**src/rtl/ncl_pkg.sv**
```systemverilog
// ncl_pkg: shared NCL dual-rail types, rail codes, handshake states and wavefront classification
package ncl_pkg;

  typedef struct packed {
    logic rail1;
    logic rail0;
  } dual_rail_logic;

  localparam dual_rail_logic DR_NULL    = 2'b00;
  localparam dual_rail_logic DR_ZERO    = 2'b01;
  localparam dual_rail_logic DR_ONE     = 2'b10;
  localparam dual_rail_logic DR_ILLEGAL = 2'b11;

  typedef enum logic {
    REQ_NULL,
    REQ_DATA
  } state_e;

  typedef enum logic [1:0] {
    CLS_TRANSITION,
    CLS_DATA,
    CLS_NULL,
    CLS_ILLEGAL
  } dr_class_e;

  localparam int MAX_PAIRS = 32;

  // Classifies the low 'pairs' rail pairs; an illegal pair dominates every other outcome
  function automatic dr_class_e dr_class(input logic [2*MAX_PAIRS-1:0] rails, input int pairs);
    logic any_ill;
    logic all_null;
    logic all_data;
    dual_rail_logic p;
    any_ill  = 1'b0;
    all_null = 1'b1;
    all_data = 1'b1;
    for (int i = 0; i < MAX_PAIRS; i++) begin
      if (i < pairs) begin
        p        = rails[2*i +: 2];
        any_ill  = any_ill | (p == DR_ILLEGAL);
        all_null = all_null & (p == DR_NULL);
        all_data = all_data & ((p == DR_ZERO) | (p == DR_ONE));
      end
    end
    return any_ill ? CLS_ILLEGAL : all_null ? CLS_NULL : all_data ? CLS_DATA : CLS_TRANSITION;
  endfunction

endpackage

```
**src/rtl/ncl_prod_capture_if.sv**
```systemverilog
// ncl_prod_capture_if: dual-rail product / ki handshake plus the clocked valid/ready product stream
interface ncl_prod_capture_if
  import ncl_pkg::*;
#(
  parameter int WIDTH = 6,
  parameter int DEPTH = 4
);
  dual_rail_logic [WIDTH-1:0] po;
  logic ki;
  logic [WIDTH-1:0] prod_data;
  logic prod_valid;
  logic prod_ready;
  logic [$clog2(DEPTH):0] fifo_count;
  logic err_illegal;

  modport master (
    output po, prod_ready,
    input  ki, prod_data, prod_valid, fifo_count, err_illegal
  );

  modport slave (
    input  po, prod_ready,
    output ki, prod_data, prod_valid, fifo_count, err_illegal
  );
endinterface

```
**src/rtl/ncl_sync_fifo.sv**
```systemverilog
// ncl_sync_fifo: show-ahead synchronous FIFO with occupancy count, reusable on both sides of the multiplier
module ncl_sync_fifo #(
  parameter int WIDTH = 6,
  parameter int DEPTH = 4
) (
  input  logic                   clk,
  input  logic                   rst,
  input  logic                   push,
  input  logic [WIDTH-1:0]       push_data,
  input  logic                   pop_req,
  output logic [WIDTH-1:0]       head,
  output logic                   valid,
  output logic                   full,
  output logic [$clog2(DEPTH):0] count
);
  localparam int AW = $clog2(DEPTH);

  logic [WIDTH-1:0] mem [DEPTH];
  logic [AW-1:0] wp, rp;
  logic wr, rd;

  assign valid = count != '0;
  assign full  = count == (AW+1)'(DEPTH);
  assign rd    = pop_req && valid;
  assign wr    = push && (!full || rd);
  assign head  = valid ? mem[rp] : '0;

  // Pointer and occupancy bookkeeping; pointers wrap naturally since DEPTH is a power of two
  always_ff @(posedge clk or posedge rst) begin
    if (rst) begin
      wp    <= '0;
      rp    <= '0;
      count <= '0;
    end else begin
      if (wr) wp <= wp + 1'b1;
      if (rd) rp <= rp + 1'b1;
      count <= count + (AW+1)'(wr) - (AW+1)'(rd);
    end
  end

  // Storage needs no reset: the head is masked to zero while empty
  always_ff @(posedge clk) begin
    if (wr) mem[wp] <= push_data;
  end
endmodule

```
**src/rtl/ncl_prod_capture.sv**
```systemverilog
// ncl_prod_capture: clocked NCL product receiver driving ki and queueing decoded wavefronts
module ncl_prod_capture
  import ncl_pkg::*;
#(
  parameter int WIDTH = 6,
  parameter int DEPTH = 4,
  parameter int SYNC_STAGES = 2
) (
  input logic clk,
  input logic rst,
  ncl_prod_capture_if.slave bus
);
  logic [SYNC_STAGES-1:0][2*WIDTH-1:0] sync;
  logic [SYNC_STAGES-1:0] fill;
  logic [2*WIDTH-1:0] s;
  dr_class_e cls, cls_q;
  state_e state, state_n;
  logic stable, full, ki, push, err;
  logic [WIDTH-1:0] dec;

  assign s      = sync[SYNC_STAGES-1];
  assign cls    = fill[SYNC_STAGES-1] ? dr_class((2*MAX_PAIRS)'(s), WIDTH) : CLS_TRANSITION;
  assign stable = cls == cls_q;

  assign bus.ki          = ki;
  assign bus.err_illegal = err;

  // Rail synchronizers; 'fill' keeps the cleared stages from posing as a real NULL wavefront
  always_ff @(posedge clk or posedge rst) begin
    if (rst) begin
      sync <= '0;
      fill <= '0;
    end else begin
      sync[0] <= bus.po;
      for (int i = 1; i < SYNC_STAGES; i++) sync[i] <= sync[i-1];
      fill <= {fill[SYNC_STAGES-2:0], 1'b1};
    end
  end

  // Previous-cycle class, so a class only acts once it has held for two cycles
  always_ff @(posedge clk or posedge rst) begin
    if (rst) cls_q <= CLS_TRANSITION;
    else     cls_q <= cls;
  end

  // Sticky illegal-rail flag; the handshake keeps running regardless
  always_ff @(posedge clk or posedge rst) begin
    if (rst)                              err <= 1'b0;
    else if (stable && cls == CLS_ILLEGAL) err <= 1'b1;
  end

  // Handshake state register
  always_ff @(posedge clk or posedge rst) begin
    if (rst) state <= REQ_NULL;
    else     state <= state_n;
  end

  // Request DATA only with room reserved in the FIFO; return to NULL on the push edge
  always_comb begin
    state_n = (state == REQ_NULL)
            ? ((stable && cls == CLS_NULL && !full) ? REQ_DATA : REQ_NULL)
            : ((stable && cls == CLS_DATA) ? REQ_NULL : REQ_DATA);
  end

  // ki, push strobe and rail1 decode of the synchronized wavefront
  always_comb begin
    ki   = state == REQ_DATA;
    push = ki && stable && cls == CLS_DATA;
    dec  = '0;
    for (int i = 0; i < WIDTH; i++) dec[i] = s[2*i+1];
  end

  ncl_sync_fifo #(
    .WIDTH(WIDTH),
    .DEPTH(DEPTH)
  ) u_fifo (
    .clk      (clk),
    .rst      (rst),
    .push     (push),
    .push_data(dec),
    .pop_req  (bus.prod_ready),
    .head     (bus.prod_data),
    .valid    (bus.prod_valid),
    .full     (full),
    .count    (bus.fifo_count)
  );
endmodule

```
**src/flat_wrapper.sv**
```systemverilog
// flat-port wrapper written by rule: the top's interface ports become plain ports
module ncl_prod_capture_flat import ncl_pkg::*;
#(
  parameter int WIDTH = 6,
  parameter int DEPTH = 4,
  parameter int SYNC_STAGES = 2
)
  (clk, rst, bus_po, bus_prod_ready, bus_ki, bus_prod_data, bus_prod_valid, bus_fifo_count, bus_err_illegal);
  ncl_prod_capture_if #(.WIDTH(WIDTH), .DEPTH(DEPTH)) bus_i ();
  input logic clk;
  input logic rst;
  input wire logic [$bits(bus_i.po)-1:0] bus_po;
  input wire logic [$bits(bus_i.prod_ready)-1:0] bus_prod_ready;
  output wire logic [$bits(bus_i.ki)-1:0] bus_ki;
  output wire logic [$bits(bus_i.prod_data)-1:0] bus_prod_data;
  output wire logic [$bits(bus_i.prod_valid)-1:0] bus_prod_valid;
  output wire logic [$bits(bus_i.fifo_count)-1:0] bus_fifo_count;
  output wire logic [$bits(bus_i.err_illegal)-1:0] bus_err_illegal;
  assign bus_i.po = bus_po;
  assign bus_i.prod_ready = bus_prod_ready;
  assign bus_ki = bus_i.ki;
  assign bus_prod_data = bus_i.prod_data;
  assign bus_prod_valid = bus_i.prod_valid;
  assign bus_fifo_count = bus_i.fifo_count;
  assign bus_err_illegal = bus_i.err_illegal;
  ncl_prod_capture #(.WIDTH(WIDTH), .DEPTH(DEPTH), .SYNC_STAGES(SYNC_STAGES)) u_core (.clk(clk), .rst(rst), .bus(bus_i));
endmodule
```
**config.mk**
```make
export PLATFORM = sky130hd
export DESIGN_NAME = ncl_prod_capture_flat
export DESIGN_NICKNAME = d
export VERILOG_FILES = /design/src/rtl/ncl_pkg.sv /design/src/rtl/ncl_prod_capture_if.sv /design/src/rtl/ncl_sync_fifo.sv /design/src/rtl/ncl_prod_capture.sv /design/src/flat_wrapper.sv
export SDC_FILE = /design/constraint.sdc
export NUM_CORES = 1
export LEC_CHECK = 0
export CAP_MARGIN = 20
export CORE_MARGIN = 10
export CORE_UTILIZATION = 45
export CTS_CLUSTER_SIZE = 12
export DETAILED_ROUTE_END_ITERATION = 10
export HOLD_SLACK_MARGIN = 0.12
export PLACE_DENSITY_LB_ADDON = 0.25
export SLEW_MARGIN = 20
export SYNTH_ARGS = -nofsm -noshare
export SYNTH_HDL_FRONTEND = slang
export SYNTH_HIERARCHICAL = 1
export SYNTH_SLANG_ARGS = --single-unit
```
**constraint.sdc**
```tcl
create_clock -name clk -period 7.1 [get_ports clk]
set_clock_uncertainty 0.15 [all_clocks]
set_input_delay 1.42 -clock clk [delete_from_list [all_inputs] [get_ports clk]]
set_output_delay 1.42 -clock clk [all_outputs]
set_load 0.1 [all_outputs]
```
; Word level (Yosys, flattened, before mapping)
; Memory sizes are Yosys's and may differ from the RTL's.
; Index checks and enable logic that the tools add are counted.
[word_totals]
regBits = 37
latch_bits = 0
ramBits = 24
mem_bits_ro = 0
inputBits = 15
out_inout_bits = 12
elab_cells = 85
n_memories = 1
[mem_list]
columns = name, depth, word_bits, rd, rd_clocked_by_memory_dff, write_ports, line
row1 = u_core.u_fifo.mem, 4, 6, 1, 0, 1, ncl_sync_fifo.sv:18  ; logic [WIDTH-1:0] mem [DEPTH];
[op_classes]
add_sub_neg = 4
n_mul = 0
div_mod_pow = 0
magnitude_cmp = 0
n_eq_ne = 23
n_shift = 0
muxes = 10
bitwise = 21
n_reduce_logical = 17
[op_table]
columns = op, count
row1 = $eq A2 B2 Y1 const B, 14
row2 = $eq A2 B1 Y1 const B, 7
row3 = $logic_not A2 Y1, 6
row4 = $or A1 B1 Y1, 11
row5 = $and A1 B1 Y1, 10
row6 = $logic_and A1 B1 Y1, 8
row7 = $mux W1, 6
row8 = $mux W2, 3
row9 = $mux W6, 1
row10 = $add A2 B1 Y2 const B, 2
row11 = $add A3 B1 Y3, 1
row12 = $eq A3 B3 Y1 const B, 1
row13 = $reduce_bool A3 Y1, 1
row14 = $sub A3 B1 Y3, 1
row15 = $eq A2 B2 Y1, 1
row16 = $logic_not A1 Y1, 1
row17 = $logic_or A1 B1 Y1, 1

; Logic depth before layout (Yosys ltp)
[depth]
depth_word = 17
mapped_depth = 13
ltp_nobuf = 13

; Cells and area by module
; Netlist, hierarchy kept.
[modules_own_cells]
columns = module, instances, cells_per_inst, area_per_inst_um2, seq_area_each_um2
row1 = ncl_sync_fifo, 1, 76, 1335.0, 895.9
row2 = ncl_prod_capture, 1, 81, 1138.6, 750.7

; Worst setup path before layout
; OpenSTA, ideal clock, no wires.
[synth_path]
path_kind = register to output
startpoint = register u_core.u_fifo.count[1]
endpoint = output bus_prod_data[0]
arrival_time_ns = 2.521
required_time_ns = 5.530
slack_ns = 3.009
stages_incl_launch_ff = 4
n_path_buf = 1
path_cell_list = dfrtp_1 > or3_2 > buf_2 > and2_1
[synth_via]
elab_chain_cells = 2
[synth_lines]
columns = element, line
row1 = start: declaration, ncl_sync_fifo.sv:14  ; output logic [$clog2(DEPTH):0] count
row2 = start signal: assignment, ncl_sync_fifo.sv:37  ; count <= count + (AW+1)'(wr) - (AW+1)'(rd);
row3 = $reduce_bool A3 Y1, ncl_sync_fifo.sv:22  ; assign valid = count != '0;
row4 = net bus_prod_valid, flat_wrapper.sv:16  ; output wire logic [$bits(bus_i.prod_valid)-1:0] bus_prod_valid;
row5 = $mux W6, ncl_sync_fifo.sv:26  ; assign head = valid ? mem[rp] : '0;
row6 = end: declaration, flat_wrapper.sv:15  ; output wire logic [$bits(bus_i.prod_data)-1:0] bus_prod_data;
; The timed path passes the listed nets, and every way through them passes these cells.

; Final worst setup path
[layout_path]
startpoint = register u_core.u_fifo.rp[0]
endpoint = output bus_prod_data[3]
[layout_via]
elab_chain_cells = 2
[layout_lines]
columns = element, line
row1 = start: declaration, ncl_sync_fifo.sv:19  ; logic [AW-1:0] wp, rp;
row2 = start signal: assignment, ncl_sync_fifo.sv:36  ; if (rd) rp <= rp + 1'b1;
row3 = $mem_v2 Z4 W6, -
row4 = $mux W6, ncl_sync_fifo.sv:26
; Every way passes these cells.

==> results.md <==
Power and ir drop:
- The worst vdd rail ir drop is 269.0 uV.
- The total leakage power is 1.273 nW.
- Dividing total power by cell area gives a power density of 397.2 mW/mm^2.

Clocking:
- The clock passes through at most 2 buffers.
- Clock latency on the worst-skew pair, taken at its later pin, is 0.33 ns.
- The number of gates resized after CTS was 0.
- The total clock sinks is 61.
- TritonCTS built the clock tree.
- Buffers inserted to repair hold after CTS numbered 0.
- TritonCTS created 9 clock buffers.
- The master cell of the clock root buffer is sky130_fd_sc_hd__clkbuf_8.
- Clock-pin slew was measured on the worst setup and hold paths at 0.06 ns.
- The number of H-tree levels is 3.
- The number of post-CTS setup repair buffers is 0.

Run status:
- The run finished with clean final reports.

Yosys:
- The adder-cell share of the synthesized area is 9.408%.
- Measured against the total synthesized area, the mux share comes to 6.474%.
- Synthesis inferred 61 register bits.
- The synthesized instance count is 157.
- The XOR/XNOR share of the synthesized area is 1.770%.
- The share of synthesized cell area in and, or, nand and nor gates is 8.649%.
- The number of unique standard cell types used by synthesis is 35.
- Averaged over all synthesized cells, the footprint is 15.76 sq um.
- The total nets after synthesis is 190.
- The main combinational cell family by area after synthesis is adder cells.
- The mapped netlist covers 0.002474 sq mm.
- The Yosys step of the flow raised 6 warnings.
- The synthesized-area fraction occupied by ao, oa, aoi and oai cells is 3.237%.
- The sequential-to-total area share from yosys stat is 66.57%.

Setup path:
- The setup path with the least slack is of type reg2out.
- The start of the worst register-to-register path is u_core/s[1].
- The endpoint identified for the worst register-to-register timing path is u_core/u_fifo/count[2].
- The critical path startpoint category is a register.
- The required arrival time at the worst endpoint is 5.53 ns.
- The register-to-register setup slack is 4.00 ns.
- The critical path data arrival time is 2.63 ns.
- The worst-path maximum fanout is 8.
- The element type at the critical path end is a primary output.
- The critical path starts at u_core/u_fifo/rp[0].
- The worst reg2reg path depth is 12.
- The critical path endpoint is bus_prod_data[3].

Global routing:
- The largest net degree at the start of global routing is 31.
- Summed over all layers, the global routing overflow is 0.
- The via count of the first global-routing pass came to 1438.
- Global routing used 9.848% of the available tracks.
- The first-pass GRT wire length is 6.603 mm.
- The initial antenna violation count is 0.

Floorplanning:
- The die footprint is 0.008862 sq mm.
- The initial core utilization is 47.52%.
- The core footprint is 0.005205 sq mm.
- The floorplan has 26 rows.
- 27 I/O pins were placed.
- The die span in x is 94.14 microns.
- From bottom edge to top edge, the die measures 94.14 microns.

Route:
- The average via count per standard cell is 4.883.
- The number of nets with antenna violations after detailed routing is 0.
- The routed layout has 1299 vias.
- The final routed wire length divided by cell count is 15.23 microns.
- Detailed routing placed a total of 234 microns of wire on met3.
- The sum of routed wire segments on met1 is 1.606 mm.
- The pre-antenna-repair detailed-routing pass consisted of 4 iterations.
- After detailed routing, the number of remaining DRC violations is 0.
- The detailed router's first-iteration violation count is 48.
- The met2 routed wirelength is 2.105 mm.
- The total wire length after detailed routing is 4.050 mm.
- The detailed router used layers up to and including met4.

Job:
- The tool flagged a number of max-cap violations equal to 0.

Final layout:
- Cells with a size suffix above 1 make up 17.35% of the layout.
- In the layout the commonest cells are 37 x sky130_fd_sc_hd__dfrtp_1, 26 x sky130_fd_sc_hd__clkdlybuf4s50_1, 24 x sky130_fd_sc_hd__edfxtp_1.
- The filler cell count in the final layout is 407.
- The number of nets in the layout is 224.
- The repair_antennas step left the layout with diodes totalling 0.
- The most common library cell in the layout ignoring fill and taps is sky130_fd_sc_hd__dfrtp_1.
- The growth of design area from synthesis to finish is 22.26%.

STA:
- The final critical path time including I/O delays and setup is 4.200 ns.
- Setup repair after global routing left no endpoint under its margin.
- In the finished design, the share of the clock period the worst path needs comes to 59.15%.
- The final hold violation count is 0.
- The worst-case headroom to the max-slew limit is 34.34%.
- The max-slew violation count came to 0.
- The final setup violation count is 0.
- The transition at the pin with the smallest max-transition slack is 0.9818 ns.
- The highest attainable clock frequency is 0.2381 GHz.
- The total negative slack for setup checks is 0 ns.
- Across all setup checks in the final design, the least slack found is 2.900 ns.

Placed design:
- The final estimated routing congestion in global placement is 0.8117.
- The final HPWL from detailed placement is 3.029 mm.
- The number of buffers added on ports is 26.
- The worst setup slack before clock tree synthesis is 3.219 ns.

Worst hold path:
- In this run the worst hold path is classified as reg2reg.
==> registers in the layout, summed over array words and instances, names as in the netlist, 2 cells and up <==
register	count
u_core/fill	2
u_core/u_fifo/rp	2
u_core/cls_q	2
u_core/u_fifo/count	3
u_core/sync	12
u_core/u_fifo/mem	24
u_core/s	12
u_core/u_fifo/wp	2
==> cell usage after synthesis <==
cell | n | area [sq um]
sky130_fd_sc_hd__or3b_1 | 1 | 8.760
sky130_fd_sc_hd__fa_1 | 1 | 20.02
sky130_fd_sc_hd__nand4_1 | 3 | 18.77
sky130_fd_sc_hd__and2_2 | 4 | 30.03
sky130_fd_sc_hd__buf_2 | 2 | 10.01
sky130_fd_sc_hd__a21o_2 | 1 | 8.760
sky130_fd_sc_hd__nand2_2 | 1 | 6.260
sky130_fd_sc_hd__or3_1 | 1 | 6.260
sky130_fd_sc_hd__dfrtp_1 | 37 | 925.9
sky130_fd_sc_hd__mux4_2 | 6 | 135.1
sky130_fd_sc_hd__nor3_1 | 1 | 5.000
sky130_fd_sc_hd__and2_1 | 6 | 37.54
sky130_fd_sc_hd__edfxtp_1 | 24 | 720.7
sky130_fd_sc_hd__and4_1 | 3 | 26.28
sky130_fd_sc_hd__ha_1 | 17 | 212.7
sky130_fd_sc_hd__o21ai_1 | 1 | 5.000
sky130_fd_sc_hd__nand3_1 | 1 | 5.000
sky130_fd_sc_hd__and4bb_1 | 1 | 12.51
sky130_fd_sc_hd__o21a_4 | 1 | 15.01
sky130_fd_sc_hd__nor2_2 | 1 | 6.260
sky130_fd_sc_hd__a41o_1 | 1 | 10.01
sky130_fd_sc_hd__nand2_1 | 3 | 11.26
sky130_fd_sc_hd__a2111oi_2 | 1 | 15.01
sky130_fd_sc_hd__o21ai_0 | 2 | 10.01
sky130_fd_sc_hd__o22ai_1 | 1 | 6.260
sky130_fd_sc_hd__nor2_1 | 3 | 11.26
sky130_fd_sc_hd__conb_1 | 1 | 3.750
sky130_fd_sc_hd__inv_1 | 21 | 78.83
sky130_fd_sc_hd__nor4_4 | 1 | 21.27
sky130_fd_sc_hd__mux2i_1 | 1 | 10.01
sky130_fd_sc_hd__mux2_4 | 1 | 15.01
sky130_fd_sc_hd__or3_2 | 1 | 7.510
sky130_fd_sc_hd__clkbuf_1 | 1 | 3.750
sky130_fd_sc_hd__xnor2_1 | 5 | 43.79
sky130_fd_sc_hd__o211a_1 | 1 | 10.01
==> through the flow <==
| step | hold WS [ns] | utilization [%] | std cells | total power, mW | cell area, sq um |
|---|---|---|---|---|---|
| 6_report | 0.1980 | 58.10 | 266 | 1.201 | 3024 |
| 5_1_grt | 0.2054 | 58.10 | 266 | 1.246 | 3024 |
| 4_1_cts | 0.1992 | 58.10 | 266 | 1.217 | 3024 |
| 3_5_place_dp | 0.1847 | 53.94 | 250 | 0.8860 | 2808 |
| 3_3_place_gp | 0.1823 | 53.94 | 250 | 0.8733 | 2808 |
| 2_1_floorplan | 0.1812 | - | 157 | 0.7848 | 2474 |
==> routing by layer <==
metal | vias to the layer above | global-route usage [%]
li1 | 608 | -
met1 | 644 | 9.491
met4 | 0 | 6.203
met3 | 11 | 4.077
met2 | 36 | 16.99
met5 | - | 0
==> worst min-delay path by stage <==
stage	start	cells past startpoint	end	slack [ns]
floorplan	u_core/fill[0]	0	u_core/fill[1]	0.18
global placement	u_core/sync[2]	0	u_core/s[2]	0.18
detailed placement	u_core/sync[1]	0	u_core/s[1]	0.18
CTS	u_core/sync[1]	0	u_core/s[1]	0.20
global route	u_core/sync[0]	0	u_core/s[0]	0.21
finish	u_core/sync[2]	0	u_core/s[2]	0.20
==> worst max-delay path, stage by stage, from the launching register on <==
cell                              delay [ns]
sky130_fd_sc_hd__dfrtp_1                0.62
sky130_fd_sc_hd__mux4_2                 0.55
sky130_fd_sc_hd__and2_1                 0.17
sky130_fd_sc_hd__clkdlybuf4s50_1        0.96
==> cell type report <==
class | count | area (sq um) | share of cell area (%)
multi-input combinational | 72 | 734.5 | 24.29
inverter | 21 | 78.83 | 2.607
clock buffer | 11 | 141.4 | 4.675
sequential | 61 | 1647 | 54.45
tap | 70 | 87.58 | 2.896
clock inverter | 5 | 75.07 | 2.482
timing repair buffer | 26 | 260.3 | 8.606
==> where the power goes <==
group          internal, mW  switching (mW)  total (mW)
registers             0.392          0.0391       0.431
clock network         0.205           0.123       0.328
logic                 0.131           0.311       0.442
total                 0.728           0.473        1.20
==> cell families (layout without fill, tap and decap cells) <==
kind of cell	count (synthesis)	count (layout)
flip-flops	61	61
XOR/XNOR	5	5
multiplexers	8	8
AO/OA/AOI/OAI	9	9
other	1	1
adder cells (fa/ha/maj)	18	18
AND/OR/NAND/NOR	31	31
buffers and inverters	24	63
Note: power is estimated with default switching activity, not from simulation.
